==> config.mk <==
export PLATFORM = sky130hd
export DESIGN_NAME = fixedpoint_accumulator
export DESIGN_NICKNAME = d
export VERILOG_FILES = /design/src/rtl/fixedpoint_pkg.sv /design/src/rtl/fixedpoint_sat_add.sv /design/src/rtl/fixedpoint_accumulator.sv
export SDC_FILE = /design/constraint.sdc
export NUM_CORES = 1
export LEC_CHECK = 0
export BUFFER_PORTS_ARGS = -buffer_cell sky130_fd_sc_hd__buf_2
export CORE_AREA = 5 5 116 118
export DETAILED_ROUTE_END_ITERATION = 7
export DIE_AREA = 0 0 121 123
export PLACE_DENSITY = 0.72
export SYNTH_ARGS = -nofsm -noshare
export SYNTH_HDL_FRONTEND = slang
export SYNTH_SLANG_ARGS = --single-unit
==> constraint.sdc <==
create_clock -name clk_i -period 7.95 [get_ports clk_i]
set_input_delay 1.1925 -clock clk_i [delete_from_list [all_inputs] [get_ports clk_i]]
set_output_delay 1.1925 -clock clk_i [all_outputs]
set_load 0.02 [all_outputs]
==> src/rtl/fixedpoint_pkg.sv <==
// Shared types, default widths and saturation helper for the burst accumulator.
// Latency: n/a (declarations and a pure function only).
// Backpressure: n/a.
package fixedpoint_pkg;

    localparam int WIDTH_INPUT_DEF  = 32;
    localparam int WIDTH_ACC_DEF    = 40;
    localparam int WIDTH_OUTPUT_DEF = 32;
    localparam int WIDTH_LEN_DEF    = 16;

    typedef enum logic [1:0] {
        IDLE   = 2'd0,
        ACCUM  = 2'd1,
        OUTPUT = 2'd2
    } acc_state_t;

    // Clamp a signed value into the signed range of 'width' bits (width <= 64).
    // Callers detect clamping by comparing the result against the input.
    function automatic logic signed [63:0] sat_narrow(input logic signed [63:0] value,
                                                      input int width);
        logic signed [63:0] hi;
        logic signed [63:0] lo;
        hi = (64'sd1 <<< (width - 1)) - 64'sd1;
        lo = -hi - 64'sd1;
        if (value > hi) begin
            return hi;
        end else if (value < lo) begin
            return lo;
        end
        return value;
    endfunction

endpackage

==> src/rtl/fixedpoint_sat_add.sv <==
// Signed saturating adder: W-bit sum clamped to the W-bit range, with overflow flag.
// Latency: purely combinational.
// Backpressure: none; no handshake.
module fixedpoint_sat_add
    import fixedpoint_pkg::*;
#(
    parameter int W = WIDTH_ACC_DEF
) (
    input  logic signed [W-1:0] a,
    input  logic signed [W-1:0] b,
    output logic signed [W-1:0] sum,
    output logic                ovf
);

    logic signed [W:0]  wide;
    logic signed [63:0] wide64;
    logic signed [63:0] clamped;

    // One extra bit holds the exact sum of two W-bit operands.
    assign wide    = {a[W-1], a} + {b[W-1], b};
    assign wide64  = 64'(wide);
    assign clamped = sat_narrow(wide64, W);
    assign sum     = clamped[W-1:0];
    assign ovf     = (clamped != wide64);

endmodule

==> src/rtl/fixedpoint_accumulator.sv <==
// Sums a programmed-length burst of signed products; one saturated result per burst.
// Latency: result valid the cycle after the edge following final-beat acceptance.
// Backpressure: ready_o only while beats remain; result held until ready_i.
module fixedpoint_accumulator
    import fixedpoint_pkg::*;
#(
    parameter int WIDTH_INPUT  = WIDTH_INPUT_DEF,
    parameter int WIDTH_ACC    = WIDTH_ACC_DEF,
    parameter int WIDTH_OUTPUT = WIDTH_OUTPUT_DEF,
    parameter int WIDTH_LEN    = WIDTH_LEN_DEF
) (
    input  logic                    clk_i,
    input  logic                    rst_i,
    input  logic                    start_i,
    input  logic [WIDTH_LEN-1:0]    len_i,
    input  logic [WIDTH_INPUT-1:0]  data_i,
    input  logic                    valid_i,
    output logic                    ready_o,
    output logic [WIDTH_OUTPUT-1:0] data_o,
    output logic                    valid_o,
    input  logic                    ready_i,
    output logic                    sat_o,
    output logic                    busy_o
);

    acc_state_t                  state;
    acc_state_t                  state_next;
    logic signed [WIDTH_ACC-1:0] acc;
    logic signed [WIDTH_ACC-1:0] beat_ext;
    logic signed [WIDTH_ACC-1:0] add_sum;
    logic                        add_ovf;
    logic [WIDTH_LEN-1:0]        cnt;
    logic                        sat_flag;
    logic                        accept;
    logic signed [63:0]          acc_wide;
    logic signed [63:0]          acc_narrow;
    logic                        out_ovf;

    assign beat_ext   = {{(WIDTH_ACC-WIDTH_INPUT){data_i[WIDTH_INPUT-1]}}, data_i};
    assign accept     = valid_i && ready_o;
    assign acc_wide   = 64'(acc);
    assign acc_narrow = sat_narrow(acc_wide, WIDTH_OUTPUT);
    assign out_ovf    = (acc_narrow != acc_wide);

    fixedpoint_sat_add #(
        .W (WIDTH_ACC)
    ) u_sat_add (
        .a   (acc),
        .b   (beat_ext),
        .sum (add_sum),
        .ovf (add_ovf)
    );

    // State register.
    always_ff @(posedge clk_i) begin
        if (rst_i) begin
            state <= IDLE;
        end else begin
            state <= state_next;
        end
    end

    // Next state: ACCUM drains once the counter hits zero, OUTPUT waits for ready_i.
    always_comb begin
        state_next = state;
        case (state)
            IDLE: begin
                if (start_i) begin
                    state_next = (len_i == '0) ? OUTPUT : ACCUM;
                end
            end
            ACCUM: begin
                if (cnt == '0) begin
                    state_next = OUTPUT;
                end
            end
            OUTPUT: begin
                if (ready_i) begin
                    state_next = IDLE;
                end
            end
            default: state_next = IDLE;
        endcase
    end

    // Handshake outputs decoded from registered state; ready drops as soon as the count is spent.
    always_comb begin
        ready_o = 1'b0;
        valid_o = 1'b0;
        busy_o  = (state != IDLE);
        case (state)
            ACCUM:   ready_o = (cnt != '0);
            OUTPUT:  valid_o = 1'b1;
            default: ;
        endcase
    end

    // Datapath: burst setup, beat accumulation, and result narrowing on entry to OUTPUT.
    always_ff @(posedge clk_i) begin
        if (rst_i) begin
            acc      <= '0;
            cnt      <= '0;
            sat_flag <= 1'b0;
            data_o   <= '0;
            sat_o    <= 1'b0;
        end else begin
            case (state)
                IDLE: begin
                    if (start_i) begin
                        acc      <= '0;
                        sat_flag <= 1'b0;
                        cnt      <= len_i;
                        if (len_i == '0) begin
                            data_o <= '0;
                            sat_o  <= 1'b0;
                        end
                    end
                end
                ACCUM: begin
                    if (accept) begin
                        acc      <= add_sum;
                        sat_flag <= sat_flag | add_ovf;
                        cnt      <= cnt - WIDTH_LEN'(1);
                    end
                    if (cnt == '0) begin
                        data_o <= acc_narrow[WIDTH_OUTPUT-1:0];
                        sat_o  <= sat_flag | out_ovf;
                    end
                end
                default: ;
            endcase
        end
    end

endmodule
==> impl_metrics.csv <==
group,metric,value,unit
sta,finalCriticalPeriod,4650,ps
clocking,cts_buffer_depth,2,
global_routing,grt_pass1_vias,5719,
sta,hold_viol,0,
min_path,hp-start,"data_o[19]",
clocking,cts.clk_slew.worst_paths,70,ps
sta,min_period_over_period,58.4,%
die,dieArea,14900,um2
critical_path,crit_type,"in -> reg",
global_routing,gr-usage-met1,33.8,%
sta,slew_violations,0,
sta,worst_pin_slew,1140,ps
critical_path,worst_path_max_delay_cell,"nor4_1",
global_routing,grt_pass1_wl,28600,um
synth,netlist_instances,842,
die,coreArea,12400,um2
drt,drt_wl_total,17500,um
sta,fin_skew,8.00,ps
synth,async_flop_share,0,%
pwr,powerDensity,224,nW/um2
critical_path,worstPathMaxFanout,19,
placed_design,port_buffers,88,
critical_path,path_delay_family,"simple AND/OR/NAND/NOR gates",
sta,setup_viol,0,
critical_path,cp.arrival,4850,ps
clocking,cts_hold_buffers,0,
drt,drt_iter0_markers,439,
synth,synth_top_cell_by_area,"dfxtp_1",
synth,synth-seq-cells,92,
synth,syn_area_per_cell,7.37,um2
synth,ys_seq_area_share,29.7,%
synth,synth.distinct_cells,61,
critical_path,cp_cell_sequence,"buf_2, ha_1, nand2_1, nor4_1, nand3_1, a211oi_1, o311a_1, or3_1, nand3b_1, buf_4, a2111oi_0, o21ai_0",
global_routing,globalRouteMet2Util,36.9,%
clocking,cts.sinks,92,
clocking,cts_resized,0,
sta,timing.setup.tns,0,ps
layout,fillCellCount,1197,
drt,drc,0,
placed_design,dpl-instance-area,6680,um2
layout,num_antenna_cells,0,
global_routing,busiest_layer,"met2",
layout,drive_gt1_share,13.7,%
critical_path,crit_buf_inv,2,
die,floorplan.initialDensity,50.2,%
clocking,cts_setup_buffers,0,
global_routing,groute.layer.met3.usage,3.34,%
critical_path,required,8160,ps
synth,synth_nets,937,
synth,syn-cell-area,6210,um2
global_routing,grt_usage,23.5,%
clocking,htreeDepth,3,
critical_path,slowest_delay,560,ps
min_path,hp-class,"reg -> reg",
layout,final_nets,994,
critical_path,end_kind,"register",
synth,ys.flop_type,"dfxtp_1",
outcome,status,"complete, no violations",
die,placementRows,41,
placed_design,dp_hpwl,12600,um
clocking,cts_tree,"done",
synth,synth_edf_count,0,
drt,dr.pass1.iters,5,
global_routing,antenna_found_initial,0,
synth,synth_warnings,0,
critical_path,start_kind,"input pin",
clocking,clk_latency,350,ps
die,ios,89,
sta,slew_headroom,24.2,%
layout,syn_to_final_growth,12.6,%
run,drv_cap,0,
global_routing,grt_max_degree,62,
clocking,cts_buffers,9,
global_routing,grt_overflow_total,0,
sta,rsz0062_at_grt,"no",
pwr,ir_drop,0.110,mV
critical_path,cp-startpoint,"data_i[18]",
synth,synth_top_cell_area_share,29.7,%
drt,via_per_inst,5.87,
pwr,p_leak,0.00297,uW
drt,dr_total_vias,6314,
critical_path,r2r_start,"acc[18]",
clocking,cts-root-buf,"clkbuf_16",
placed_design,place_congestion,0.913,
sta,max_freq,215,MHz
die,die_w,121,um
synth,synth.area.top_cells,"dfxtp_1 (30%), a21oi_1 (10%), ha_1 (8.3%)",
drt,drtAntennaViolNets,0,
layout,finalInstanceArea,6990,um2
die,fp.dieH,123,um
drt,avgRoutedWirePerCell,16.3,um
## layout make-up
| cell class | instances | area (um2) | area share (%) |
|---|---|---|---|
| tap | 172 | 215 | 3.08 |
| inverter | 18 | 67.6 | 0.967 |
| timing repair buffer | 95 | 493 | 7.06 |
| clock buffer | 9 | 225 | 3.22 |
| clock inverter | 7 | 82.6 | 1.18 |
| sequential | 92 | 1840 | 26.4 |
| multi-input combinational | 683 | 4060 | 58.1 |
## metal layers
layer	vias up	share of wire [%]	routed length [um]
met5	-	0	0
met1	2917	48	8470
met2	196	44	7630
met4	0	2.1	373
li1	3170	-	-
met3	31	5.9	1030
## synthesized netlist by cell type (all sizes together) (8+ instances only)
cell type,instances
nor3,22
dfxtp,92
nor4,10
nand2,125
ha,41
xnor2,18
nor2b,8
inv,18
nor2,61
buf,17
nand3,14
a211oi,21
a21o,15
o21ai,105
nand4,9
a21oi,124
xor2,14
nand2b,9
clkbuf,32
a31oi,9
## placed cells by master, fill, tap and decap left out, types with 10 or more instances in the layout
master,Yosys,routed
buf_2,10,88
dfxtp_1,92,92
nor4_1,10,10
a21oi_1,124,123
xnor2_1,18,18
xor2_1,14,14
nor2_1,58,58
a211oi_1,19,19
ha_1,41,41
nor3_1,21,21
o21ai_0,93,93
a21o_1,15,15
nand3_1,14,14
nand2_1,124,124
inv_1,18,18
o21ai_1,11,11
## per-stage QoR
step / power, uW / worst slack, ps / instances / util, % / hold slack (ps)
2_1_floorplan: 970 / 4140 / 842 / - / 446
3_3_place_gp: 1100 / 3120 / 1060 / 54.0 / 436
3_5_place_dp: 1110 / 3040 / 1060 / 54.0 / 440
4_1_cts: 1560 / 3390 / 1076 / 56.5 / 450
5_1_grt: 1650 / 3030 / 1076 / 56.5 / 468
6_report: 1560 / 3300 / 1076 / 56.5 / 448
## final timing paths
path | to | slack (ps) | cells after the start
setup / recovery | acc[29] | 3300 | 12
setup reg to reg | acc[29] | 3870 | 11
hold / removal | data_o[19] | 450 | 2
hold reg to reg | data_o[19] | 450 | 2
## worst register-to-register path, cell delays in order (launching register included)
cell	delay, ps
dfxtp_1	360
ha_1	430
nand2_1	150
nor4_1	560
nand3_1	160
a211oi_1	380
o311a_1	270
or3_1	180
nand3b_1	510
buf_4	440
a2111oi_0	390
o21ai_0	130
## registers in the layout, indices dropped and copies added (netlist names)
| signal | flops |
|---|---|
| acc | 40 |
| sat_flag | 1 |
| cnt | 16 |
| data_o | 32 |
| state | 2 |
| sat_o | 1 |
## kinds of logic (layout without fill, tap and decap cells)
group,count (synthesis),after routing,synth area share (%)
simple gates,278,278,20.5
flops,92,92,29.7
compound gates,328,328,31.3
mux,3,3,0.484
xor+xnor,32,32,4.52
fa+ha+maj,42,42,8.59
buf+inv,67,129,4.96
## report_power, final
group	internal [uW]	switching [uW]	total (uW)
Clock	250	206	455
Sequential	507	46.6	554
Combinational	198	356	554
Power figures use the tool's default switching activity.
